==> config.mk <==
export PLATFORM = sky130hd
export DESIGN_NAME = fuzzy_infer_seq
export DESIGN_NICKNAME = d
export VERILOG_FILES = /design/src/rtl/fuzzy_pkg.sv /design/src/rtl/fuzzy_infer_seq_div.sv /design/src/rtl/fuzzy_infer_seq.sv
export SDC_FILE = /design/constraint.sdc
export NUM_CORES = 1
export LEC_CHECK = 0
export CAP_MARGIN = 20
export CELL_PAD_IN_SITES_DETAIL_PLACEMENT = 1
export CELL_PAD_IN_SITES_GLOBAL_PLACEMENT = 1
export CORE_MARGIN = 3
export CORE_UTILIZATION = 44
export DETAILED_ROUTE_END_ITERATION = 10
export GPL_ROUTABILITY_DRIVEN = 0
export HOLD_SLACK_MARGIN = 0.1
export PLACE_DENSITY = 0.92
export SYNTH_ARGS = -nofsm -noshare
export SYNTH_HDL_FRONTEND = slang
export SYNTH_SLANG_ARGS = --single-unit
==> constraint.sdc <==
create_clock -name clk -period 11.86 [get_ports clk]
set_clock_uncertainty 0.15 [all_clocks]
set_input_delay 2.372 -clock clk [delete_from_list [all_inputs] [get_ports clk]]
set_output_delay 2.372 -clock clk [all_outputs]
set_load 0.05 [all_outputs]
==> src/rtl/fuzzy_pkg.sv <==
// ---------------------------------------------------------------------------
// fuzzy_pkg
// Shared widths, the sequencer state type and small helpers for the fuzzy
// inference sequencer and its divider.
//   DW      : width of membership degrees, singletons and the result
//   N_RULES : rule count, 3 T sets x 3 dT sets (fixed)
//   SW_W    : sum-of-weights width, 9*255 = 2295 fits
//   SWG_W   : weighted-sum width, 9*255*255 = 585225 fits
//   RUN_LAT : clocks from the start-sampling edge to valid=1
// ---------------------------------------------------------------------------
package fuzzy_pkg;

  localparam int DW      = 8;
  localparam int N_RULES = 9;
  localparam int SW_W    = 12;
  localparam int SWG_W   = 20;
  localparam int RUN_LAT = 18;

  typedef enum logic [1:0] {
    IDLE = 2'd0,
    RULE = 2'd1,
    DIV  = 2'd2,
    DONE = 2'd3
  } state_t;

  // The singleton for rule (i,j) sits at slot 3i+j, which is exactly the
  // running rule index, so one index selects the consequent directly.
  function automatic logic [DW-1:0] rule_g(input logic [N_RULES*DW-1:0] gFlat,
                                           input logic [3:0]            idx);
    return gFlat[idx*DW +: DW];
  endfunction

endpackage

==> src/rtl/fuzzy_infer_seq_div.sv <==
// ---------------------------------------------------------------------------
// seq_div
// Restoring divider producing an 8-bit quotient, one bit per clock, MSB
// first, eight clocks after the start pulse. Quotients that would not fit in
// DW bits, and division by zero, read back as all ones.
//   clk, rst  : clock, synchronous active-high reset
//   i_start   : load num/den and begin a division
//   i_abort   : drop any division in progress
//   i_num     : dividend (weighted sum)
//   i_den     : divisor (sum of weights)
//   o_q       : quotient, final once the last iteration edge has passed
//   o_done    : high during the cycle whose edge writes the final bit
// ---------------------------------------------------------------------------
module seq_div
  import fuzzy_pkg::*;
(
  input  logic             clk,
  input  logic             rst,
  input  logic             i_start,
  input  logic             i_abort,
  input  logic [SWG_W-1:0] i_num,
  input  logic [SW_W-1:0]  i_den,
  output logic [DW-1:0]    o_q,
  output logic             o_done
);

  logic [SWG_W-1:0] r_rem;
  logic [SW_W-1:0]  r_den;
  logic [DW-1:0]    r_q;
  logic [2:0]       r_cnt;
  logic             r_busy;
  logic             r_sat;

  logic [2:0]       w_bitIdx;
  logic [SWG_W:0]   w_dShift;
  logic             w_fits;
  logic             w_ovf;

  // Trial subtraction of the divisor aligned to the current quotient bit,
  // plus the load-time check that flags a quotient too large for DW bits.
  always_comb begin
    w_bitIdx = 3'd7 - r_cnt;
    w_dShift = (SWG_W+1)'(r_den) << w_bitIdx;
    w_fits   = ({1'b0, r_rem} >= w_dShift);
    w_ovf    = (i_den == '0) || (((SWG_W+1)'(i_den) << DW) <= {1'b0, i_num});
  end

  // Iteration register: load on start, then one quotient bit per clock
  // until the counter has covered all eight bits.
  always_ff @(posedge clk) begin
    if (rst) begin
      r_rem  <= '0;
      r_den  <= '0;
      r_q    <= '0;
      r_cnt  <= '0;
      r_busy <= 1'b0;
      r_sat  <= 1'b0;
    end else if (i_abort) begin
      r_cnt  <= '0;
      r_busy <= 1'b0;
    end else if (i_start) begin
      r_rem  <= i_num;
      r_den  <= i_den;
      r_q    <= '0;
      r_cnt  <= '0;
      r_busy <= 1'b1;
      r_sat  <= w_ovf;
    end else if (r_busy) begin
      if (w_fits) begin
        r_rem         <= r_rem - w_dShift[SWG_W-1:0];
        r_q[w_bitIdx] <= 1'b1;
      end
      r_cnt <= r_cnt + 3'd1;
      if (r_cnt == 3'd7) begin
        r_busy <= 1'b0;
      end
    end
  end

  assign o_q    = r_sat ? '1 : r_q;
  assign o_done = r_busy && (r_cnt == 3'd7);

endmodule

==> src/rtl/fuzzy_infer_seq.sv <==
// ---------------------------------------------------------------------------
// fuzzy_infer_seq
// Sequencer for the fuzzy inference datapath: snapshots the degrees and
// singletons on start, walks the nine min/MAC rules one per clock, then runs
// the sequential divider for weighted-average defuzzification.
//   clk, rst        : clock, synchronous active-high reset
//   i_start_pulse   : one-cycle run request (ignored while busy)
//   i_init_pulse    : one-cycle abort/clear, wins over start
//   i_mu_T, i_mu_dT : degrees {pos,zero,neg}, neg in the low byte
//   i_g_flat        : singletons, g_ij at slot 3i+j
//   o_G_out         : defuzzified output, held between runs
//   o_busy          : run in progress
//   o_valid         : o_G_out reflects the last completed run
//   o_zero_w        : last run had a total weight of zero
// ---------------------------------------------------------------------------
module fuzzy_infer_seq
  import fuzzy_pkg::*;
(
  input  logic                  clk,
  input  logic                  rst,
  input  logic                  i_start_pulse,
  input  logic                  i_init_pulse,
  input  logic [3*DW-1:0]       i_mu_T,
  input  logic [3*DW-1:0]       i_mu_dT,
  input  logic [N_RULES*DW-1:0] i_g_flat,
  output logic [DW-1:0]         o_G_out,
  output logic                  o_busy,
  output logic                  o_valid,
  output logic                  o_zero_w
);

  state_t r_state, w_nextState;

  logic [3*DW-1:0]       r_muT;
  logic [3*DW-1:0]       r_mudT;
  logic [N_RULES*DW-1:0] r_g;
  logic [1:0]            r_tIdx;
  logic [1:0]            r_dtIdx;
  logic [3:0]            r_ruleIdx;
  logic [SW_W-1:0]       r_sumW;
  logic [SWG_W-1:0]      r_sumWG;
  logic [DW-1:0]         r_G;
  logic                  r_busy;
  logic                  r_valid;
  logic                  r_zeroW;

  logic [DW-1:0]         w_muA;
  logic [DW-1:0]         w_muB;
  logic [DW-1:0]         w_weight;
  logic [DW-1:0]         w_g;
  logic [2*DW-1:0]       w_prod;
  logic [SW_W-1:0]       w_sumWNext;
  logic [SWG_W-1:0]      w_sumWGNext;
  logic                  w_divStart;
  logic                  w_divDone;
  logic [DW-1:0]         w_q;

  // Shared min/MAC unit for the current rule. The divider is loaded with the
  // sums including the last rule, so it starts on the same edge that
  // accumulates rule 8 and the whole run fits in 18 clocks.
  always_comb begin
    w_muA       = r_muT[r_tIdx*DW +: DW];
    w_muB       = r_mudT[r_dtIdx*DW +: DW];
    w_weight    = (w_muA < w_muB) ? w_muA : w_muB;
    w_g         = rule_g(r_g, r_ruleIdx);
    w_prod      = (2*DW)'(w_weight) * (2*DW)'(w_g);
    w_sumWNext  = r_sumW + SW_W'(w_weight);
    w_sumWGNext = r_sumWG + SWG_W'(w_prod);
    w_divStart  = (r_state == RULE) && (r_ruleIdx == 4'd8) && !i_init_pulse;
  end

  seq_div u_div (
    .clk     (clk),
    .rst     (rst),
    .i_start (w_divStart),
    .i_abort (i_init_pulse),
    .i_num   (w_sumWGNext),
    .i_den   (w_sumWNext),
    .o_q     (w_q),
    .o_done  (w_divDone)
  );

  // State register.
  always_ff @(posedge clk) begin
    if (rst) begin
      r_state <= IDLE;
    end else begin
      r_state <= w_nextState;
    end
  end

  // Next-state logic. Init from any state returns to IDLE and swallows a
  // simultaneous start; DIV hands over to DONE on the divider's last bit.
  always_comb begin
    w_nextState = r_state;
    if (i_init_pulse) begin
      w_nextState = IDLE;
    end else begin
      case (r_state)
        IDLE:    if (i_start_pulse) w_nextState = RULE;
        RULE:    if (r_ruleIdx == 4'd8) w_nextState = DIV;
        DIV:     if (w_divDone) w_nextState = DONE;
        DONE:    w_nextState = IDLE;
        default: w_nextState = IDLE;
      endcase
    end
  end

  // Snapshot, accumulation and result registers. The (i,j) pair is stepped
  // as two small counters so no divide-by-3 is needed on the rule index.
  always_ff @(posedge clk) begin
    if (rst || i_init_pulse) begin
      r_muT     <= '0;
      r_mudT    <= '0;
      r_g       <= '0;
      r_tIdx    <= '0;
      r_dtIdx   <= '0;
      r_ruleIdx <= '0;
      r_sumW    <= '0;
      r_sumWG   <= '0;
      r_G       <= '0;
      r_busy    <= 1'b0;
      r_valid   <= 1'b0;
      r_zeroW   <= 1'b0;
    end else begin
      case (r_state)
        IDLE: begin
          if (i_start_pulse) begin
            r_muT     <= i_mu_T;
            r_mudT    <= i_mu_dT;
            r_g       <= i_g_flat;
            r_tIdx    <= '0;
            r_dtIdx   <= '0;
            r_ruleIdx <= '0;
            r_sumW    <= '0;
            r_sumWG   <= '0;
            r_busy    <= 1'b1;
            r_valid   <= 1'b0;
            r_zeroW   <= 1'b0;
          end
        end
        RULE: begin
          r_sumW  <= w_sumWNext;
          r_sumWG <= w_sumWGNext;
          if (r_ruleIdx == 4'd8) begin
            r_ruleIdx <= '0;
            r_tIdx    <= '0;
            r_dtIdx   <= '0;
          end else begin
            r_ruleIdx <= r_ruleIdx + 4'd1;
            if (r_dtIdx == 2'd2) begin
              r_dtIdx <= '0;
              r_tIdx  <= r_tIdx + 2'd1;
            end else begin
              r_dtIdx <= r_dtIdx + 2'd1;
            end
          end
        end
        DONE: begin
          if (r_sumW != '0) begin
            r_G     <= w_q;
            r_zeroW <= 1'b0;
          end else begin
            r_zeroW <= 1'b1;
          end
          r_valid <= 1'b1;
          r_busy  <= 1'b0;
        end
        default: begin
        end
      endcase
    end
  end

  assign o_G_out  = r_G;
  assign o_busy   = r_busy;
  assign o_valid  = r_valid;
  assign o_zero_w = r_zeroW;

endmodule

==> flow_summary.ini <==
[status]
status = finished, final reports clean

[clock_network]
cts.sinks = 218
max-clock-path-buffers = 3
cts_tree = built
clockRootBuffer = clkbuf_16
h-tree-depth = 1
cts_setup_buffers = 0
cts_resized = 0
path_clk_slew_ns = 0.07
postCtsHoldBufs = 0
clk_latency_ns = 0.54
numCtsBuffers = 23

[global_route]
first_global_vias = 14300
grt_overflow = 0
antenna_found_initial = 0
track_usage = 0.282
grt_max_degree = 100
grt_pass1_wl_um = 76300

[floorplanning]
dieWidth_um = 183
initial_utilization = 0.449
die_y_um = 183
pin_count = 135
core_area_um2 = 30700
die_area_um2 = 33500
num_rows = 64

[final_layout]
layout_commonest_cell = nand2_1
seq_area_um2 = 4360
multi_input_area_um2 = 8560
syn_to_final_growth_pct = 17.1
fin_cells = 2199
nets = 2052
num-fill-cells = 3703
final_layout_size_suffix_gt1_frac = 0.0488
insertedDiodeCount = 0
layout_common_cells = nand2_1 (296), dfxtp_1 (218), a21oi_1 (196)

[power_and_ir_drop]
power_mw = 1.71
seqPwrFrac = 0.443
p_per_area_nw_per_um2 = 106
internal_power_mw = 1.26
p_leak_nw = 6.46
clkPwrFrac = 0.439
switching_share = 0.263
ir_drop_uv = 109
power_switching_uw = 450
combPwrFrac = 0.118

[critical_path]
setup.worst_path.start_class = flip-flop
rr_worst_depth = 36
worstSetupEndpointType = flip-flop
slowest_stage = mux2i_1
critPathMaxFanout = 14
path_buf_inv = 6
cp_common_cell = inv_1
critPathKind = flip-flop to flip-flop
slowest_delay_ns = 0.90
crit_family = adder cells
crit_arrival_ns = 10.46
path_depth = 36
cp.required_ns = 12.14

[detailed_routing]
wirelength_um = 48500
post_drt_wl_per_cell_um = 22.1
antenna_left = 0
drc = 0
first_pass_iters = 5
num_vias = 13300
viasPerCell = 6.04
drt_iter0_drc = 1046

[sta]
min_period_ns = 10.18
finalSetupViolations = 0
rsz0062_at_grt = no
maxSlewHeadroom = 0.254
final_hold_viol_count = 0
timing.fmax_ghz = 0.0982
period_share = 0.858
fin_tns_setup_ns = 0
worst_pin_slew_ns = 1.12
drv_slew = 0
hold_ws_ns = 0.304

[synthesis]
synthFlopType = dfxtp_1
avgSynthCellArea_um2 = 8.06
synth_cell_types = 71
syn_inst = 1712
ys_async_sr_fraction = 0
syn_area_um2 = 13800
ys_warn_count = 0
synth-edff-count = 0
ys_seq_elements = 218
syn_nets = 1976
yosysSeqAreaShare = 0.316

[job]
drv_cap = 0

[place]
io_buffers = 134
placed_cells = 2158
dp_hpwl_um = 33800

[hold_path]
hold_depth = 2
worstHoldPathType = flip-flop to flip-flop
-- per-stage QoR --
stage / worst slack (ns) / cell area (µm²) / util
5_1_grt: 1.11 / 16200 / 0.525
2_1_floorplan: 3.53 / 13800 / -
6_report: 1.68 / 16200 / 0.525
3_3_place_gp: 2.59 / 15400 / 0.500
3_5_place_dp: 1.99 / 15400 / 0.500
4_1_cts: 1.76 / 16100 / 0.525
-- synth_stat cells (11+ instances only) --
| cell type | count | share of area |
|---|---|---|
| nand2_1 | 297 | 0.081 |
| o211ai_1 | 11 | 0.0060 |
| nor2b_1 | 18 | 0.0082 |
| xor2_1 | 13 | 0.0083 |
| a211oi_1 | 22 | 0.012 |
| mux4_2 | 18 | 0.029 |
| xnor2_1 | 28 | 0.018 |
| nand2b_1 | 27 | 0.012 |
| a21o_1 | 13 | 0.0071 |
| nand3_1 | 17 | 0.0062 |
| o21ai_0 | 52 | 0.019 |
| a31oi_1 | 13 | 0.0059 |
| clkbuf_1 | 80 | 0.022 |
| a21oi_1 | 196 | 0.071 |
| dfxtp_1 | 218 | 0.32 |
| fa_1 | 52 | 0.075 |
| nor3_1 | 17 | 0.0062 |
| ha_1 | 88 | 0.080 |
| inv_1 | 141 | 0.038 |
| nor2_1 | 165 | 0.045 |
| a22oi_1 | 30 | 0.016 |
| mux2i_1 | 56 | 0.041 |
-- layer usage --
metal	global-route usage	part of all wire	vias up
met5	0	0	-
met4	0.134	0.052	0
met3	0.0474	0.066	196
met2	0.503	0.50	561
met1	0.329	0.38	6581
li1	-	-	5940
-- registers in the layout, summed over array words and instances, names as in the netlist --
register,flops
o_zero_w,1
o_busy,1
r_sumWG,20
r_state,2
r_sumW,12
u_div.r_den,12
r_dtIdx,2
r_ruleIdx,4
r_muT,24
r_g,72
u_div.r_rem,20
r_mudT,24
u_div.r_q,8
u_div.r_cnt,3
o_valid,1
u_div.r_sat,1
u_div.r_busy,1
r_tIdx,2
o_G_out,8
-- power by group through the flow --
stage | combinational [mW] | clock, mW | sequential (mW)
after global placement | 0.184 | 0 | 0.771
final | 0.201 | 0.750 | 0.756
after detailed placement | 0.194 | 0 | 0.772
after CTS | 0.198 | 0.754 | 0.756
after global routing | 0.216 | 0.787 | 0.757
after floorplan | 0.110 | 0 | 0.769
-- kinds of logic after synthesis --
group | count (synthesis) | share of synthesized area
DFF | 218 | 0.316
adders and majority gates | 143 | 0.157
AOI/OAI and AO/OA | 405 | 0.179
muxes | 78 | 0.0733
xor gates and xnor gates | 41 | 0.0260
and+or+nand+nor | 591 | 0.183
buffers and inverters | 236 | 0.0648
-- tightest hold or removal path, cell delays in order, from the launching register on --
cell     delay, ns
dfxtp_1       0.31
nand2_1       0.05
a21oi_1       0.05
-- path summary, 6_finish.rpt --
kind	from	end	slack, ns
worst max-delay path	r_dtIdx[1]	u_div.r_sat	1.68
worst min-delay path	r_g[3]	r_g[3]	0.30
worst max register to register	r_dtIdx[1]	u_div.r_sat	1.68
worst min register to register	r_g[3]	r_g[3]	0.30
-- layout make-up --
type | instances | share of cell area
clock buffer | 31 | 0.0400
clock inverter | 9 | 0.00736
inverter | 142 | 0.0330
multi-input combinational | 1258 | 0.530
sequential | 218 | 0.270
tap | 396 | 0.0307
timing repair buffer | 145 | 0.0892
No activity file was read; power rests on OpenSTA's default activity.
==> RTL change 1 (same settings) <==
`SW_W`: 12 -> 16.
--- a/src/rtl/fuzzy_pkg.sv
+++ b/src/rtl/fuzzy_pkg.sv
@@ -12,7 +12,7 @@
 
   localparam int DW      = 8;
   localparam int N_RULES = 9;
-  localparam int SW_W    = 12;
+  localparam int SW_W    = 16;
   localparam int SWG_W   = 20;
   localparam int RUN_LAT = 18;
 
Behaviour: same outputs for any inputs over 4 cycles, from zero or initial values and one cycle with rst high; that may be too few to reach the edited logic, so the function may still have changed.
==> RTL change 1 against the unedited design <==
- global-route usage fell by 0.89 points
- largest power group is now the clock network
- clock power rose by 5.9%
- final area is 6.6% higher
- die area increased by 6.6%
- sequential power is 3.8% higher
- routed wire length up 3.8%
- total power increased by 14%
- synthesized area increased by 6.8%
- utilization about the same
- sequential cell count up 8
- first-iteration DRC count fell by 5.6%
- worst setup slack worse by 240 ps
==> RTL change 1: results <==
group,metric,value,unit
run_status,status,"finished, final reports clean",
worst_hold_path,hold_path_startpoint,"r_muT[4]$_SDFFE_PP0P_",
grt,track_usage,27.3,%
critical_path,cp_slowest_cell,"nor2b_1",
sta,hold_viol,0,
yosys,synth_cell_types,91,
cts,root_buffer,"clkbuf_16",
yosys,synthArstFlopShare,0,%
final_layout,layout-drive-gt1-share,6.88,%
cts,numCtsBuffers,26,
worst_hold_path,hold_path.class,"flop to flop",
final_layout,multi_input_area,0.00930,mm^2
critical_path,r2r_cells,34,
critical_path,cp_max_fo,16,
yosys,syn_nets,2091,
sta,slew_headroom,28.4,%
final_layout,largestRegisters,"r_g x72, r_muT x24, r_mudT x24",
critical_path,slowest_delay,720,ps
final_layout,fillers,3923,
placement,dp_hpwl,36500,um
worst_hold_path,holdPathEnd,"r_muT[4]$_SDFFE_PP0P_",
final_layout,antenna_cells,0,
pwr,peakVddDrop,0.0000991,V
critical_path,crit_arrival,10730,ps
critical_path,reg2reg_slack,1440,ps
routing,route.vias.total,14000,
routing,post_drt_wl_per_cell,21.3,um
pwr,p_leak,6.93,nW
cts,path_clk_slew,70,ps
cts,htree_levels,1,
routing,drt_iter0_drc,987,
grt,grt_pass1_vias,15000,
placement,place_area,0.0163,mm^2
yosys,synth_area_leaders,"dfxtp_1 (31%), nand2_1 (8.6%), ha_1 (7.9%), fa_1 (7.1%), a21oi_1 (7.0%)",
yosys,synth-seq-area-share,30.7,%
placement,post-place-ws,1690,ps
cts,ctsLongestPathBuffers,3,
final_layout,fin_nets,2170,
grt,grt_pass1_wl,79800,um
yosys,ys_top_cells_by_count,"nand2_1 (336), dfxtp_1 (226), a21oi_1 (207)",
grt,grt_max_degree,113,
placement,port_buffers,134,
==> RTL change 1: cell count changes in the layout (fill, tap and decap cells not counted), sizes merged, moves of 7 or more <==
| cell | change |
|---|---|
| and3 | +10 |
| dfxtp | +8 |
| a311oi | +8 |
| clkinv | +7 |
| nor2 | +17 |
| a211oi | -13 |
| o21ai | -17 |
| or4 | +8 |
| buf | +7 |
| nor3 | +10 |
| mux2i | -11 |
| nand2b | -7 |
| nand2 | +40 |
| a21oi | +13 |
==> RTL change 1: how the worst max path moves through the flow <==
stage	start	endpoint	slack, ps	cells past startpoint
finish	r_dtIdx[1]$_SDFFE_PP0P_	u_div.r_sat$_SDFFE_PP0P_	1440	34
CTS	r_dtIdx[1]$_SDFFE_PP0P_	u_div.r_sat$_SDFFE_PP0P_	1600	34
detailed placement	r_dtIdx[1]$_SDFFE_PP0P_	u_div.r_sat$_SDFFE_PP0P_	1690	34
global placement	r_dtIdx[1]$_SDFFE_PP0P_	u_div.r_sat$_SDFFE_PP0P_	2370	34
floorplan	r_dtIdx[0]$_SDFFE_PP0P_	u_div.r_sat$_SDFFE_PP0P_	3200	36
global route	r_dtIdx[1]$_SDFFE_PP0P_	u_div.r_sat$_SDFFE_PP0P_	880	34
==> RTL change 1: layout make-up <==
cell class	count	area share, %
Clock inverter	12	0.494
Sequential cell	226	26.3
Timing Repair Buffer	151	8.67
Tap cell	442	3.21
Multi-Input combinational cell	1359	54.0
Clock buffer	34	4.36
Inverter	137	2.99
==> RTL change 1: cells by family after synthesis <==
family,after synthesis,synth area share [%]
simple gates,682,20.3
compound gates,411,17.5
buf+inv,237,6.39
flops,226,30.7
fa+ha+maj,147,15.1
mux,71,6.90
xor+xnor,48,3.12
==> RTL change 1: layer usage <==
| metal | GRT usage (%) | vias up | wire [um] |
|---|---|---|---|
| met4 | 8.97 | 0 | 1850 |
| li1 | - | 6392 | - |
| met2 | 49.1 | 502 | 25200 |
| met3 | 5.00 | 150 | 3070 |
| met1 | 32.8 | 6916 | 20200 |
| met5 | 0 | - | 0 |
==> RTL change 1: per-stage QoR <==
stage                     instances  hold slack, ps
after floorplan                1822             281
after global placement         2313             289
after detailed placement       2313             297
after CTS                      2359             305
after global routing           2361             330
final                          2361             306
==> RTL change 1: where the power goes <==
group,total (mW),leakage (nW),switching (mW),internal (mW)
Clock,0.794,0.419,0.348,0.447
Combinational,0.369,4.69,0.231,0.138
Sequential,0.785,1.83,0.0106,0.774
==> RTL change 1: worst max-delay path: cells and delay by family (launching register included) <==
kind	cells	cell delay (ps)
buffers and inverters	4	310
adders and majority gates	8	3420
xor gates and xnor gates	1	250
and+or+nand+nor	9	2780
DFF	1	590
AOI/OAI and AO/OA	12	2840
==> RTL change 2 (same settings) <==
Without the edit above. Register the input `i_g_flat` before use, cleared by the reset. The logic sees it one clock later. The other inputs are not delayed to match.
--- a/src/rtl/fuzzy_infer_seq.sv
+++ b/src/rtl/fuzzy_infer_seq.sv
@@ -28,6 +28,16 @@
   output logic                  o_valid,
   output logic                  o_zero_w
 );
+
+  logic [N_RULES*DW-1:0] i_g_flat_q;
+
+  always_ff @(posedge clk) begin
+    if (rst) begin
+      i_g_flat_q <= '0;
+    end else begin
+      i_g_flat_q <= i_g_flat;
+    end
+  end
 
   state_t r_state, w_nextState;
 
@@ -128,7 +138,7 @@
           if (i_start_pulse) begin
             r_muT     <= i_mu_T;
             r_mudT    <= i_mu_dT;
-            r_g       <= i_g_flat;
+            r_g       <= i_g_flat_q;
             r_tIdx    <= '0;
             r_dtIdx   <= '0;
             r_ruleIdx <= '0;
Check against the original RTL: same outputs for any inputs over 10 cycles, from zero or initial values and one cycle with rst high; that may be too few to reach the edited logic, so the function may still have changed.
==> RTL change 2 against the unedited design <==
- synthesized area is 15% higher
- sequential cell count rose by 72
- critical path type unchanged
- routed wire length up 2.4%
- total power is 35% higher
- non-clock buffer count down 1
- final area is 15% higher
- critical endpoint unchanged
- highest routed layer unchanged
- fmax grew 7.1%
- worst setup slack better by 680 ps
==> RTL change 2: results <==
group,metric,value,unit
run_status,status,"finished, final reports clean",
grt,grt_max_degree,105,
final_layout,layout-drive-gt1-share,5.93,%
yosys,syn_nets,2137,
grt,grt_util_met2,46.1,%
pwr,p_leak,7.47,nW
yosys,synth_compound_area_share,14.8,%
final_layout,largestRegisters,"i_g_flat_q x72, r_g x72",
yosys,muxShareOfSynthArea,6.98,%
yosys,synth_cell_types,73,
cts,clock_latency,580,ps
cts,numCtsBuffers,30,
final_layout,fin_nets,2214,
worst_hold_path,holdPathEnd,"r_g[62]$_SDFFE_PP0P_",
worst_hold_path,hold_path_startpoint,"i_g_flat_q[62]$_SDFF_PP0_",
yosys,ys_top_cells_by_count,"nand2_1 (294), dfxtp_1 (290), nor2_1 (197)",
pwr,power_leader,"the clock network",
critical_path,cp_max_fo,13,
grt,use_met1,28.7,%
critical_path,rr_startpoint,"r_tIdx[0]$_SDFFE_PP0P_",
pwr,power_switching,0.555,mW
grt,grt_use_met3,3.88,%
yosys,synth_area_leaders,"dfxtp_1 (37%), nand2_1 (7.0%), ha_1 (7.0%), fa_1 (6.6%), a21oi_1 (5.9%)",
pwr,seq_power,1.02,mW
pwr,clockPowerShare,46.8,%
routing,drt_pass1_iterations,5,
critical_path,crit_arrival,9850,ps
placement,dp_hpwl,35100,um
sta,worstMarginPinSlew,1130,ps
pwr,peakVddDrop,0.0000980,V
critical_path,worst-setup-path-type,"flop to flop",
yosys,yosys.area_share.adder,13.5,%
critical_path,r2r_cells,30,
routing,drt_iter0_drc,862,
grt,grt_pass1_vias,15100,
placement,place_area,0.0175,mm^2
yosys,synth-seq-area-share,36.7,%
routing,via_per_inst,5.72,
grt,grt_pass1_wl,79000,um
grt,antenna_found_initial,1,
yosys,synth-xor-area-share,2.51,%
pwr,power_density,124,mW/mm^2
cts,post_cts_resize_count,0,
routing,post_drt_wl_per_cell,20.4,um
[RTL change 2: changes by cell type in the layout (fill, tap and decap cells not counted), moves of 7 or more]
cell	unedited run	this run
clkbuf_16	24	31
a31oi_1	13	5
nor2_1	165	197
a211oi_1	22	32
dfxtp_1	218	290
nor2b_1	18	93
a21oi_1	196	187
o21ai_0	52	44
[RTL change 2: area by class of cell]
| class | count | area (um^2) |
|---|---|---|
| Antenna cell | 2 | 5.00 |
| Clock buffer | 43 | 911 |
| Clock inverter | 12 | 220 |
| Fill cell | 4047 | 16400 |
| Inverter | 136 | 510 |
| Multi-Input combinational cell | 1348 | 9150 |
| Sequential cell | 290 | 5810 |
| Tap cell | 455 | 569 |
| Timing Repair Buffer | 144 | 1430 |
[RTL change 2: routing by layer]
metal,up-vias,wire [um]
met2,423,25600
li1,6421,-
met4,0,2490
met1,6890,19100
met3,172,2440
met5,-,0
[RTL change 2: logic make-up after synthesis]
group                      count (synthesis)
xor gates and xnor gates                  43
adders and majority gates                140
DFF                                      290
buffers and inverters                    235
and+or+nand+nor                          699
muxes                                     87
AOI/OAI and AO/OA                        379
[RTL change 2: critical path, delay by kind of cell, from the launching register on]
kind / cells / cell delay [ps]
fa+ha+maj: 7 / 3080
compound gates: 11 / 2340
simple gates: 7 / 2040
mux: 1 / 910
buf+inv: 3 / 160
xor+xnor: 1 / 220
flops: 1 / 520
[RTL change 2: per-stage QoR]
stage / instances / setup slack (ps) / hold WS (ps)
finish: 2430 / 2360 / 292
global route: 2429 / 1830 / 322
CTS: 2426 / 2390 / 295
detailed placement: 2371 / 2590 / 280
global placement: 2370 / 3030 / 271
floorplan: 1873 / 3720 / 267
